## src/rtl/spi_rdid_responder.sv

```systemverilog
// SPI slave that answers the flash Read Identification (RDID) command.
// SPI pins are oversampled on clk: mode 0, MSB first, chip select active-high.
// After a matching opcode byte, the 24-bit device ID is shifted out on SPIMISO.
`timescale 1ns/1ps
module spi_rdid_responder #(
  parameter logic [23:0] DEVICE_ID   = 24'hEF4018,
  parameter logic [7:0]  RDID_OPCODE = 8'h9F,
  parameter int          SYNC_STAGES = 2
) (
  input  logic       clk,
  input  logic       reset,
  input  logic       SPICLK,
  input  logic       SPICS,
  input  logic       SPIMOSI,
  output logic       SPIMISO,
  output logic       miso_oe,
  output logic [7:0] cmd_byte,
  output logic       cmd_valid,
  output logic       rdid_done,
  output logic       busy
);

  typedef enum logic [1:0] {
    ST_IDLE    = 2'd0,
    ST_CMD     = 2'd1,
    ST_RESPOND = 2'd2,
    ST_DONE    = 2'd3
  } state_t;

  state_t                 state_r;
  logic [SYNC_STAGES-1:0] sclk_sync_r;
  logic [SYNC_STAGES-1:0] cs_sync_r;
  logic [SYNC_STAGES-1:0] mosi_sync_r;
  logic                   sclk_last_r;
  logic                   cs_last_r;
  logic [6:0]             cmd_sr_r;    // first seven opcode bits; the eighth comes straight from the pin
  logic [22:0]            id_sr_r;     // remaining ID bits; bit 23 is presented directly on load
  logic [2:0]             bit_cnt_r;
  logic [4:0]             data_cnt_r;
  logic                   skip_fall_r; // first falling edge after the opcode keeps bit 23 on the line

  logic sclk_s;
  logic cs_s;
  logic mosi_s;
  logic sclk_rise_s;
  logic sclk_fall_s;
  logic cs_rise_s;
  logic cs_fall_s;

  assign sclk_s      = sclk_sync_r[SYNC_STAGES-1];
  assign cs_s        = cs_sync_r[SYNC_STAGES-1];
  assign mosi_s      = mosi_sync_r[SYNC_STAGES-1];
  assign sclk_rise_s = sclk_s & ~sclk_last_r;
  assign sclk_fall_s = ~sclk_s & sclk_last_r;
  assign cs_rise_s   = cs_s & ~cs_last_r;
  assign cs_fall_s   = ~cs_s & cs_last_r;

  // Synchronize the asynchronous SPI pins and keep one extra flop for edge detection.
  always_ff @(posedge clk or negedge reset) begin
    if (!reset) begin
      sclk_sync_r <= '0;
      cs_sync_r   <= '0;
      mosi_sync_r <= '0;
      sclk_last_r <= 1'b0;
      cs_last_r   <= 1'b0;
    end else begin
      sclk_sync_r <= {sclk_sync_r[SYNC_STAGES-2:0], SPICLK};
      cs_sync_r   <= {cs_sync_r[SYNC_STAGES-2:0], SPICS};
      mosi_sync_r <= {mosi_sync_r[SYNC_STAGES-2:0], SPIMOSI};
      sclk_last_r <= sclk_s;
      cs_last_r   <= cs_s;
    end
  end

  // Transaction FSM: opcode capture, ID shift-out and registered outputs.
  always_ff @(posedge clk or negedge reset) begin
    if (!reset) begin
      state_r     <= ST_IDLE;
      cmd_sr_r    <= 7'd0;
      id_sr_r     <= 23'd0;
      bit_cnt_r   <= 3'd0;
      data_cnt_r  <= 5'd0;
      skip_fall_r <= 1'b0;
      SPIMISO     <= 1'b0;
      miso_oe     <= 1'b0;
      cmd_byte    <= 8'h00;
      cmd_valid   <= 1'b0;
      rdid_done   <= 1'b0;
      busy        <= 1'b0;
    end else begin
      cmd_valid <= 1'b0;
      rdid_done <= 1'b0;
      if (cs_fall_s) begin
        // Chip select release aborts everything; a coincident SCLK edge is dropped.
        state_r     <= ST_IDLE;
        bit_cnt_r   <= 3'd0;
        data_cnt_r  <= 5'd0;
        skip_fall_r <= 1'b0;
        SPIMISO     <= 1'b0;
        miso_oe     <= 1'b0;
        busy        <= 1'b0;
      end else begin
        case (state_r)
          ST_IDLE: begin
            if (cs_rise_s) begin
              state_r    <= ST_CMD;
              bit_cnt_r  <= 3'd0;
              data_cnt_r <= 5'd0;
              busy       <= 1'b1;
            end
          end
          ST_CMD: begin
            if (sclk_rise_s) begin
              cmd_sr_r  <= {cmd_sr_r[5:0], mosi_s};
              bit_cnt_r <= bit_cnt_r + 3'd1;
              if (bit_cnt_r == 3'd7) begin
                cmd_byte  <= {cmd_sr_r, mosi_s};
                cmd_valid <= 1'b1;
                if ({cmd_sr_r, mosi_s} == RDID_OPCODE) begin
                  id_sr_r     <= DEVICE_ID[22:0];
                  SPIMISO     <= DEVICE_ID[23];
                  miso_oe     <= 1'b1;
                  data_cnt_r  <= 5'd0;
                  skip_fall_r <= 1'b1;
                  state_r     <= ST_RESPOND;
                end else begin
                  state_r <= ST_DONE;
                end
              end
            end
          end
          ST_RESPOND: begin
            if (sclk_fall_s) begin
              if (skip_fall_r) begin
                skip_fall_r <= 1'b0;
              end else begin
                SPIMISO <= id_sr_r[22];
                id_sr_r <= {id_sr_r[21:0], 1'b0};
              end
            end else if (sclk_rise_s) begin
              data_cnt_r <= data_cnt_r + 5'd1;
              if (data_cnt_r == 5'd23) begin
                rdid_done <= 1'b1;
                SPIMISO   <= 1'b0;
                miso_oe   <= 1'b0;
                state_r   <= ST_DONE;
              end
            end
          end
          ST_DONE: begin
            SPIMISO <= 1'b0;
            miso_oe <= 1'b0;
          end
          default: begin
            state_r <= ST_IDLE;
            SPIMISO <= 1'b0;
            miso_oe <= 1'b0;
            busy    <= 1'b0;
          end
        endcase
      end
    end
  end

endmodule

```

## config.mk

```make
export PLATFORM = sky130hd
export DESIGN_NAME = spi_rdid_responder
export DESIGN_NICKNAME = d
export VERILOG_FILES = /design/src/rtl/spi_rdid_responder.sv
export SDC_FILE = /design/constraint.sdc
export NUM_CORES = 1
export LEC_CHECK = 0
export CAP_MARGIN = 10
export CELL_PAD_IN_SITES_DETAIL_PLACEMENT = 0
export CELL_PAD_IN_SITES_GLOBAL_PLACEMENT = 1
export CORE_MARGIN = 2
export CORE_UTILIZATION = 51
export CTS_CLUSTER_DIAMETER = 40
export DETAILED_ROUTE_END_ITERATION = 8
export PLACE_DENSITY = 0.86
export SYNTH_ARGS = -nofsm -noshare
export SYNTH_HDL_FRONTEND = slang
export SYNTH_SLANG_ARGS = --single-unit
```

## constraint.sdc

```tcl
create_clock -name clk -period 3.5 [get_ports clk]
set_clock_uncertainty 0.05 [all_clocks]
set_input_delay 1.05 -clock clk [delete_from_list [all_inputs] [get_ports clk]]
set_output_delay 1.05 -clock clk [all_outputs]
set_load 0.05 [all_outputs]
```

==> impl_metrics.py, run 1 <==
metrics = {
    "critical_path": {
        "arrival_ns": 3.00,
        "required_ns": 3.67,
        "critical_path_class": "register to register",
        "critPathMaxFanout": 26,
        "startpoint_type": "register",
        "end_kind": "register",
    },
    "die": {
        "start_util": 0.527,
        "dieHeight_um": 76.7,
        "fp.dieW_um": 76.7,
        "core_area_mm2": 0.00511,
        "dieArea_mm2": 0.00588,
        "io_pins": 18,
        "rows": 26,
    },
    "timing": {
        "setup_violations": 0,
        "slew_headroom": 0.424,
        "finalHoldViolCount": 0,
        "finalCritPeriodShare": 0.807,
        "grt_setup_unrepaired": "false",
        "slew_viol_final": 0,
        "layout_min_cycle_time_ns": 2.83,
        "max_freq_mhz": 354,
        "tns_ns": 0,
        "worst_slew_pin_slew_ns": 0.865,
    },
    "detailed_routing": {
        "viasPerCell": 5.61,
        "drt_iter0_drc": 97,
        "wl_um": 4810,
        "dr.pass1.iters": 5,
        "ant_nets": 0,
        "wl_per_cell_um": 15.1,
        "vias": 1790,
        "post-route-drc-count": 0,
    },
    "synth": {
        "ys_top_cells_by_area": "dfrtp_1 55%, mux2_2 7.5%, ha_1 4.6%",
        "synth_cell_types": 38,
        "synth_warnings": 0,
        "synth-seq-area-share": 0.548,
        "syn_inst": 223,
        "netlist_area_mm2": 0.00269,
        "synth.largest_area_cell": "dfrtp_1",
        "syn-num-nets": 238,
        "synth-seq-cells": 59,
        "synth_top_area_frac": 0.548,
        "avgSynthCellArea_um2": 12.1,
    },
    "layout": {
        "final-instance-count-excl-fill": 319,
        "antenna_cells": 0,
        "fin_nets": 259,
        "drive_above_1_share": 0.201,
        "area_growth_pct": 17.5,
    },
    "global_routing": {
        "overflow": 0,
        "grt_max_degree": 41,
        "grt_pass1_wl_um": 8750,
        "gr-usage-all-layers": 0.193,
        "antenna_found_initial": 0,
        "first_global_vias": 1823,
    },
    "placed_design": {
        "gp_congestion": 0.795,
        "place_inst": 303,
        "dp_hpwl_um": 3130,
        "portBuffers": 17,
    },
    "power_and_ir_drop": {
        "leakage_nw": 1.49,
        "irDropWorstVdd_mv": 0.454,
        "p_per_area_mw_per_mm2": 772,
    },
    "clocking": {
        "cts_setup_buffers": 0,
        "cts_root_buf": "clkbuf_8",
        "clockBufferDepth": 2,
        "cts_tree": "built",
        "cts_buffers": 9,
        "cts.repair.resized": 0,
        "clkSinkCount": 59,
        "h-tree-depth": 3,
        "clkTransAtPathRegs_ns": 0.07,
        "hold_buffers": 0,
        "clk_latency_ns": 0.34,
    },
    "status": {
        "outcome": "completed",
    },
    "job": {
        "cap_violations": 0,
    },
    "worst_hold_path": {
        "hp-class": "register to register",
    },
}
==> cells by family after synthesis <==
kind of cell | synth area share
compound gates | 0.151
buf+inv | 0.0441
flops | 0.548
fa+ha+maj | 0.0465
mux | 0.107
simple gates | 0.103
==> per-layer routing <==
layer | track usage | vias to the layer above | share of wire
met5 | 0 | - | 0
met3 | 0.0812 | 8 | 0.043
met1 | 0.257 | 887 | 0.47
li1 | - | 861 | -
met2 | 0.279 | 34 | 0.47
met4 | 0.0818 | 0 | 0.019
==> power breakdown <==
| part | internal (mW) | switching, mW |
|---|---|---|
| Combinational | 0.309 | 0.468 |
| Clock | 0.493 | 0.265 |
| Sequential | 0.818 | 0.0872 |
==> layout by cell type (no fill, tap or decap), types with 3 or more instances in the layout <==
cell / synthesis / layout
inv_1: 17 / 17
nand2b_1: 5 / 5
nor2b_1: 4 / 4
a21bo_2: 7 / 7
clkbuf_8: 0 / 10
nand2_1: 12 / 12
mux2i_1: 7 / 7
o31ai_1: 5 / 5
mux2_2: 18 / 18
bufinv_16: 0 / 3
ha_1: 10 / 10
clkdlybuf4s50_1: 0 / 16
or3_1: 3 / 3
nand3_1: 5 / 5
dfrtp_1: 59 / 59
o21ai_0: 4 / 4
a21oi_1: 14 / 14
a41oi_1: 7 / 7
a31oi_1: 3 / 3
buf_4: 0 / 4
nor2_1: 4 / 4
nand4_1: 8 / 8
==> worst paths after layout <==
| check | start | endpoint | slack, ns | cells past startpoint |
|---|---|---|---|---|
| min in group asynchronous | reset | data_cnt_r[1]$_DFFE_PN0P_ | 0.77 | 1 |
| worst max-delay path | state_r[0]$_DFFE_PN0P_ | data_cnt_r[0]$_DFFE_PN0P_ | 0.67 | 6 |
| worst max register to register | state_r[0]$_DFFE_PN0P_ | data_cnt_r[0]$_DFFE_PN0P_ | 0.67 | 6 |
| worst min register to register | mosi_sync_r[0]$_DFF_PN0_ | mosi_sync_r[1]$_DFF_PN0_ | 0.30 | 0 |
| max in group asynchronous | reset | id_sr_r[19]$_DFFE_PN0P_ | 1.89 | 2 |
| worst min-delay path | mosi_sync_r[0]$_DFF_PN0_ | mosi_sync_r[1]$_DFF_PN0_ | 0.30 | 0 |
==> worst max-delay path, cell delays in order, from the launching register on <==
cell and delay, ns:
dfrtp_1 0.41, inv_1 0.10, ha_1 0.72, nand2b_1 0.45, a21oi_1 0.43, or3_4 0.24
mux2_4 0.29
==> cell type report <==
class,instances,area (um^2)
well taps,70,87.6
clock inverters,4,97.6
flip-flops and latches,59,1480
inverters,17,63.8
fillers,420,1940
multi-input cells,136,1100
repair buffers,21,195
clock buffers,12,145
==> state kept, by name, summed over array words and instances, names as in the netlist <==
| register | count |
|---|---|
| mosi_sync_r | 2 |
| cmd_valid | 1 |
| sclk_last_r | 1 |
| cs_sync_r | 2 |
| sclk_sync_r | 2 |
| cs_last_r | 1 |
| rdid_done | 1 |
| cmd_sr_r | 7 |
| busy | 1 |
| SPIMISO | 1 |
| data_cnt_r | 5 |
| bit_cnt_r | 3 |
| state_r | 2 |
| cmd_byte | 8 |
| id_sr_r | 20 |
| skip_fall_r | 1 |
| miso_oe | 1 |
==> synth_stat cells <==
library cell and n:
a21bo_2 7, o21ai_0 4, nand2_1 12, a21oi_1 14, o21a_1 1, nand4bb_1 1
nand2b_1 5, buf_2 5, a221o_1 1, nand3b_4 1, o2bb2ai_1 1, nor4_1 1
o211ai_1 2, dfrtp_1 59, inv_1 17, mux2i_1 7, or4_1 1, a41oi_1 7
clkbuf_1 5, nand3_1 5, o31ai_1 5, o41ai_1 2, nor2b_1 4, nand4_1 8
or4b_2 1, o221a_2 1, o32ai_4 1, o22a_1 1, or3_4 1, mux2_2 18
ha_1 10, nor2_1 4, buf_6 1, a22o_1 2, a31oi_1 3, o22ai_1 1
mux2_4 1, or3_1 3
==> through the flow <==
stage | worst slack [ns] | hold WS [ns] | power (mW) | util | cell area, um^2
after CTS | 0.700 | 0.303 | 2.46 | 0.619 | 3160
after floorplan | 1.38 | 0.281 | 1.51 | - | 2690
after global placement | 0.796 | 0.285 | 1.66 | 0.572 | 2920
final | 0.674 | 0.299 | 2.44 | 0.619 | 3160
after global routing | 0.423 | 0.309 | 2.59 | 0.619 | 3160
after detailed placement | 0.703 | 0.288 | 1.69 | 0.572 | 2920
(Power assumes the default switching activity.)
==> run 2: changes to the inputs <==
--- a/config.mk
+++ b/config.mk
@@ -9,10 +9,10 @@
 export CELL_PAD_IN_SITES_DETAIL_PLACEMENT = 0
 export CELL_PAD_IN_SITES_GLOBAL_PLACEMENT = 1
 export CORE_MARGIN = 2
-export CORE_UTILIZATION = 51
+export CORE_UTILIZATION = 47
 export CTS_CLUSTER_DIAMETER = 40
 export DETAILED_ROUTE_END_ITERATION = 8
-export PLACE_DENSITY = 0.86
+export PLACE_DENSITY = 0.8
 export SYNTH_ARGS = -nofsm -noshare
 export SYNTH_HDL_FRONTEND = slang
 export SYNTH_SLANG_ARGS = --single-unit
==> constraint.sdc (replaced) <==
create_clock -name clk -period 2.7 [get_ports clk]
set_clock_uncertainty 0.05 [all_clocks]
set_input_delay 0.81 -clock clk [delete_from_list [all_inputs] [get_ports clk]]
set_output_delay 0.81 -clock clk [all_outputs]
set_load 0.05 [all_outputs]
==> impl_metrics.py, run 2 (synthesized netlist as in run 1, its figures left out) <==
metrics = {
    "timing": {
        "layout_min_cycle_time_ns": 2.36,
        "max_freq_mhz": 423,
        "finalCritPeriodShare": 0.875,
        "slew_viol_final": 0,
        "slew_headroom": 0.603,
        "finalHoldViolCount": 0,
        "worst_slew_pin_slew_ns": 0.590,
        "setup_violations": 0,
        "grt_setup_unrepaired": "false",
        "tns_ns": 0,
    },
    "layout": {
        "mostFrequentLayoutCells": "59 x dfrtp_1, 18 x mux2_2, 17 x inv_1",
        "final_common_cell": "dfrtp_1",
        "antenna_cells": 0,
        "regMostFlops": "id_sr_r",
        "largest_register_ffs": 20,
        "fin_nets": 261,
        "largestRegisters": "id_sr_r: 20 flops, cmd_byte: 8 flops, cmd_sr_r: 7 flops",
        "drive_above_1_share": 0.211,
        "area_growth_pct": 16.8,
        "final-instance-count-excl-fill": 323,
    },
    "critical_path": {
        "required_ns": 1.84,
        "slowest_delay_ns": 0.82,
        "cp.depth": 1,
        "critical_path_class": "register to output port",
        "path_buf_inv": 1,
        "reg2regPathDepth": 6,
        "end_kind": "output port",
        "arrival_ns": 1.50,
        "crit_path_top_delay_cell": "clkdlybuf4s50_1",
        "critPathMaxFanout": 2,
        "crit_chain": "clkdlybuf4s50_1",
        "startpoint_type": "register",
        "cp_top_family": "buffers and inverters",
    },
    "power_and_ir_drop": {
        "p_per_area_mw_per_mm2": 945,
        "leakage_nw": 1.49,
        "irDropWorstVdd_mv": 0.530,
    },
    "detailed_routing": {
        "post-route-drc-count": 0,
        "ant_nets": 0,
        "drt_iter0_drc": 100,
        "wl_um": 4620,
        "dr.pass1.iters": 4,
        "wl_per_cell_um": 14.3,
        "vias": 1759,
        "viasPerCell": 5.45,
    },
    "die": {
        "dieHeight_um": 79.7,
        "fp.dieW_um": 79.7,
        "rows": 27,
        "start_util": 0.489,
        "io_pins": 18,
        "core_area_mm2": 0.00551,
        "dieArea_mm2": 0.00635,
    },
    "global_routing": {
        "antenna_found_initial": 0,
        "first_global_vias": 1772,
        "grt_pass1_wl_um": 8180,
        "grt_max_degree": 37,
        "gr-usage-all-layers": 0.170,
        "overflow": 0,
    },
    "worst_hold_path": {
        "hold_depth": 0,
        "hp-class": "register to register",
    },
    "placed_design": {
        "dp_hpwl_um": 3070,
        "gp_congestion": 0.826,
        "place_inst": 307,
        "portBuffers": 17,
    },
    "clocking": {
        "h-tree-depth": 3,
        "cts_tree": "built",
        "cts_setup_buffers": 0,
        "clkSinkCount": 59,
        "clockBufferDepth": 2,
        "hold_buffers": 0,
        "cts_buffers": 9,
        "cts_root_buf": "clkbuf_8",
        "clk_latency_ns": 0.34,
        "clkTransAtPathRegs_ns": 0.07,
        "cts.repair.resized": 0,
    },
    "status": {
        "outcome": "completed",
    },
    "job": {
        "cap_violations": 0,
    },
}
run 2: changes by cell type in the layout (fill, tap and decap cells not counted), sizes merged:
cell,delta
clkbuf,-1
bufinv,-2
clkinv,+3
buf,+2
run 2: report_power, final:
part	switching, mW	internal, mW
registers	0.112	1.06
clock network	0.341	0.446
logic	0.600	0.411
total	1.05	1.92
run 2: final cells by class:
class / count / area, um^2
Fill cell: 448 / 2360
Sequential cell: 59 / 1480
Multi-Input combinational cell: 136 / 1100
Timing Repair Buffer: 23 / 223
Clock buffer: 11 / 141
Tap cell: 72 / 90.1
Inverter: 17 / 63.8
Clock inverter: 5 / 52.6
run 2: per-layer routing:
layer	routed length [um]	GRT usage
met2	2030	0.243
met4	103	0.0879
met3	136	0.0498
met1	2350	0.233
met5	0	0
run 2: stage by stage:
| step | setup slack [ns] | hold slack, ns | power, mW | area (um^2) | util |
|---|---|---|---|---|---|
| 3_3_place_gp | 0.409 | 0.285 | 2.18 | 2950 | 0.536 |
| 3_5_place_dp | 0.333 | 0.290 | 2.20 | 2950 | 0.536 |
| 4_1_cts | 0.312 | 0.306 | 3.00 | 3140 | 0.571 |
| 5_1_grt | 0.149 | 0.314 | 3.17 | 3140 | 0.571 |
| 2_1_floorplan | 0.579 | 0.281 | 1.96 | 2690 | - |
| 6_report | 0.337 | 0.306 | 2.97 | 3140 | 0.571 |
run 2: worst paths after layout:
kind	start	to	slack [ns]
max	busy$_DFFE_PN0P_	busy	0.34
min	cs_sync_r[0]$_DFF_PN0_	cs_sync_r[1]$_DFF_PN0_	0.31
max reg2reg	state_r[1]$_DFFE_PN0P_	id_sr_r[10]$_DFFE_PN0P_	0.36
min reg2reg	cs_sync_r[0]$_DFF_PN0_	cs_sync_r[1]$_DFF_PN0_	0.31
max in group asynchronous	reset	id_sr_r[3]$_DFFE_PN0P_	1.61
min in group asynchronous	reset	data_cnt_r[0]$_DFFE_PN0P_	0.41
==> run 3: changes to the inputs <==
--- a/config.mk
+++ b/config.mk
@@ -12,7 +12,7 @@
 export CORE_UTILIZATION = 47
 export CTS_CLUSTER_DIAMETER = 40
 export DETAILED_ROUTE_END_ITERATION = 8
-export PLACE_DENSITY = 0.8
+export PLACE_DENSITY_LB_ADDON = 0.2
 export SYNTH_ARGS = -nofsm -noshare
 export SYNTH_HDL_FRONTEND = slang
 export SYNTH_SLANG_ARGS = --single-unit
==> impl_metrics.py, run 3 (synthesized netlist as in run 1, its figures left out) <==
metrics = {
    "power_and_ir_drop": {
        "p_sw_mw": 1.09,
        "irDropWorstVdd_mv": 0.494,
        "total_power_mw": 2.99,
        "p_per_area_mw_per_mm2": 950,
        "leakage_nw": 1.49,
        "switching_share": 0.365,
        "power_frac_clock": 0.269,
        "intPower_mw": 1.90,
        "power_frac_comb": 0.339,
        "p_seq_frac": 0.392,
    },
    "clocking": {
        "hold_buffers": 0,
        "cts_tree": "built",
        "cts.repair.resized": 0,
        "clkSinkCount": 59,
        "h-tree-depth": 3,
        "cts_buffers": 9,
        "clk_latency_ns": 0.34,
        "clkTransAtPathRegs_ns": 0.07,
        "cts_setup_buffers": 0,
        "cts_root_buf": "clkbuf_8",
        "clockBufferDepth": 2,
    },
    "detailed_routing": {
        "wl_met1_um": 2370,
        "drt_iter0_drc": 116,
        "post-route-drc-count": 0,
        "dr.pass1.iters": 4,
        "met2_length_um": 2120,
        "viasPerCell": 5.55,
        "wl_per_cell_um": 14.7,
        "vias": 1792,
        "wl_um": 4750,
        "highest_layer": "met4",
        "wl_met3_um": 157,
        "ant_nets": 0,
    },
    "die": {
        "io_pins": 18,
        "fp.dieW_um": 79.7,
        "rows": 27,
        "dieHeight_um": 79.7,
        "core_area_mm2": 0.00551,
        "start_util": 0.489,
        "dieArea_mm2": 0.00635,
    },
    "timing": {
        "grt_setup_unrepaired": "false",
        "worst_slew_pin_slew_ns": 0.582,
        "setup_violations": 0,
        "slew_headroom": 0.611,
        "finalHoldViolCount": 0,
        "max_freq_mhz": 426,
        "layout_min_cycle_time_ns": 2.35,
        "finalCritPeriodShare": 0.870,
        "slew_viol_final": 0,
        "tns_ns": 0,
        "holdWs_ns": 0.300,
    },
    "layout": {
        "regMostFlops": "id_sr_r",
        "fin_nets": 261,
        "fin_area_mm2": 0.00315,
        "area_growth_pct": 17.0,
        "largest_register_ffs": 20,
        "mostFrequentLayoutCells": "59 x dfrtp_1, 18 x mux2_2, 17 x inv_1",
        "antenna_cells": 0,
        "final_common_cell": "dfrtp_1",
        "drive_above_1_share": 0.215,
        "largestRegisters": "id_sr_r: 20 flops, cmd_byte: 8 flops, cmd_sr_r: 7 flops",
    },
    "global_routing": {
        "gr-usage-all-layers": 0.169,
        "overflow": 0,
        "grt_pass1_wl_um": 8220,
        "first_global_vias": 1764,
        "grt_max_degree": 60,
        "antenna_found_initial": 0,
    },
    "placed_design": {
        "dpl_cell_area_mm2": 0.00295,
        "dp_hpwl_um": 3030,
        "portBuffers": 17,
        "gp_congestion": 0.791,
    },
    "status": {
        "outcome": "completed",
    },
    "critical_path": {
        "end_kind": "output port",
        "path_buf_inv": 1,
        "arrival_ns": 1.49,
        "crit_path_top_delay_cell": "clkdlybuf4s50_1",
        "critical_path_class": "register to output port",
        "crit_chain": "clkdlybuf4s50_1",
        "required_ns": 1.84,
        "critPathMaxFanout": 2,
        "slowest_delay_ns": 0.80,
        "startpoint_type": "register",
        "cp_top_family": "buffers and inverters",
    },
    "job": {
        "cap_violations": 0,
    },
    "worst_hold_path": {
        "hp-class": "register to register",
    },
}
## run 3: final timing paths
| kind | from | endpoint | slack [ns] | cells after the start |
|---|---|---|---|---|
| worst max-delay path | miso_oe$_DFFE_PN0P_ | miso_oe | 0.35 | 1 |
| worst min register to register | cs_sync_r[0]$_DFF_PN0_ | cs_sync_r[1]$_DFF_PN0_ | 0.30 | 0 |
| worst min-delay path | cs_sync_r[0]$_DFF_PN0_ | cs_sync_r[1]$_DFF_PN0_ | 0.30 | 0 |
| max in group asynchronous | reset | data_cnt_r[4]$_DFFE_PN0P_ | 1.92 | 2 |
| min in group asynchronous | reset | bit_cnt_r[1]$_DFFE_PN0P_ | 0.41 | 2 |
| worst max register to register | state_r[1]$_DFFE_PN0P_ | id_sr_r[7]$_DFFE_PN0P_ | 0.37 | 6 |
## run 3: power by group through the flow
stage               sequential, mW  clock [mW]  combinational [mW]
floorplan                     1.24           0               0.722
global placement              1.19           0                1.01
detailed placement            1.19           0                1.01
CTS                           1.18       0.821                1.02
global route                  1.20       0.860                1.12
finish                        1.17       0.804                1.02
## run 3: layout make-up
class / instances / area [um^2]
fill: 488 / 2360
tap: 72 / 90.1
multi-input combinational: 136 / 1100
inverter: 17 / 63.8
sequential: 59 / 1480
timing repair buffer: 23 / 223
clock inverter: 7 / 76.3
clock buffer: 9 / 124
## run 3: layer usage
metal  vias to the layer above  GRT usage
met5                         -          0
met4                         0     0.0931
met2                        29      0.247
li1                        858          -
met3                        11     0.0373
met1                       894      0.233
## run 3: per-stage QoR
stage | cells | worst slack, ns | util
after floorplan | 223 | 0.579 | -
after global placement | 307 | 0.392 | 0.536
after detailed placement | 307 | 0.331 | 0.536
after CTS | 323 | 0.323 | 0.572
after global routing | 323 | 0.145 | 0.572
final | 323 | 0.351 | 0.572
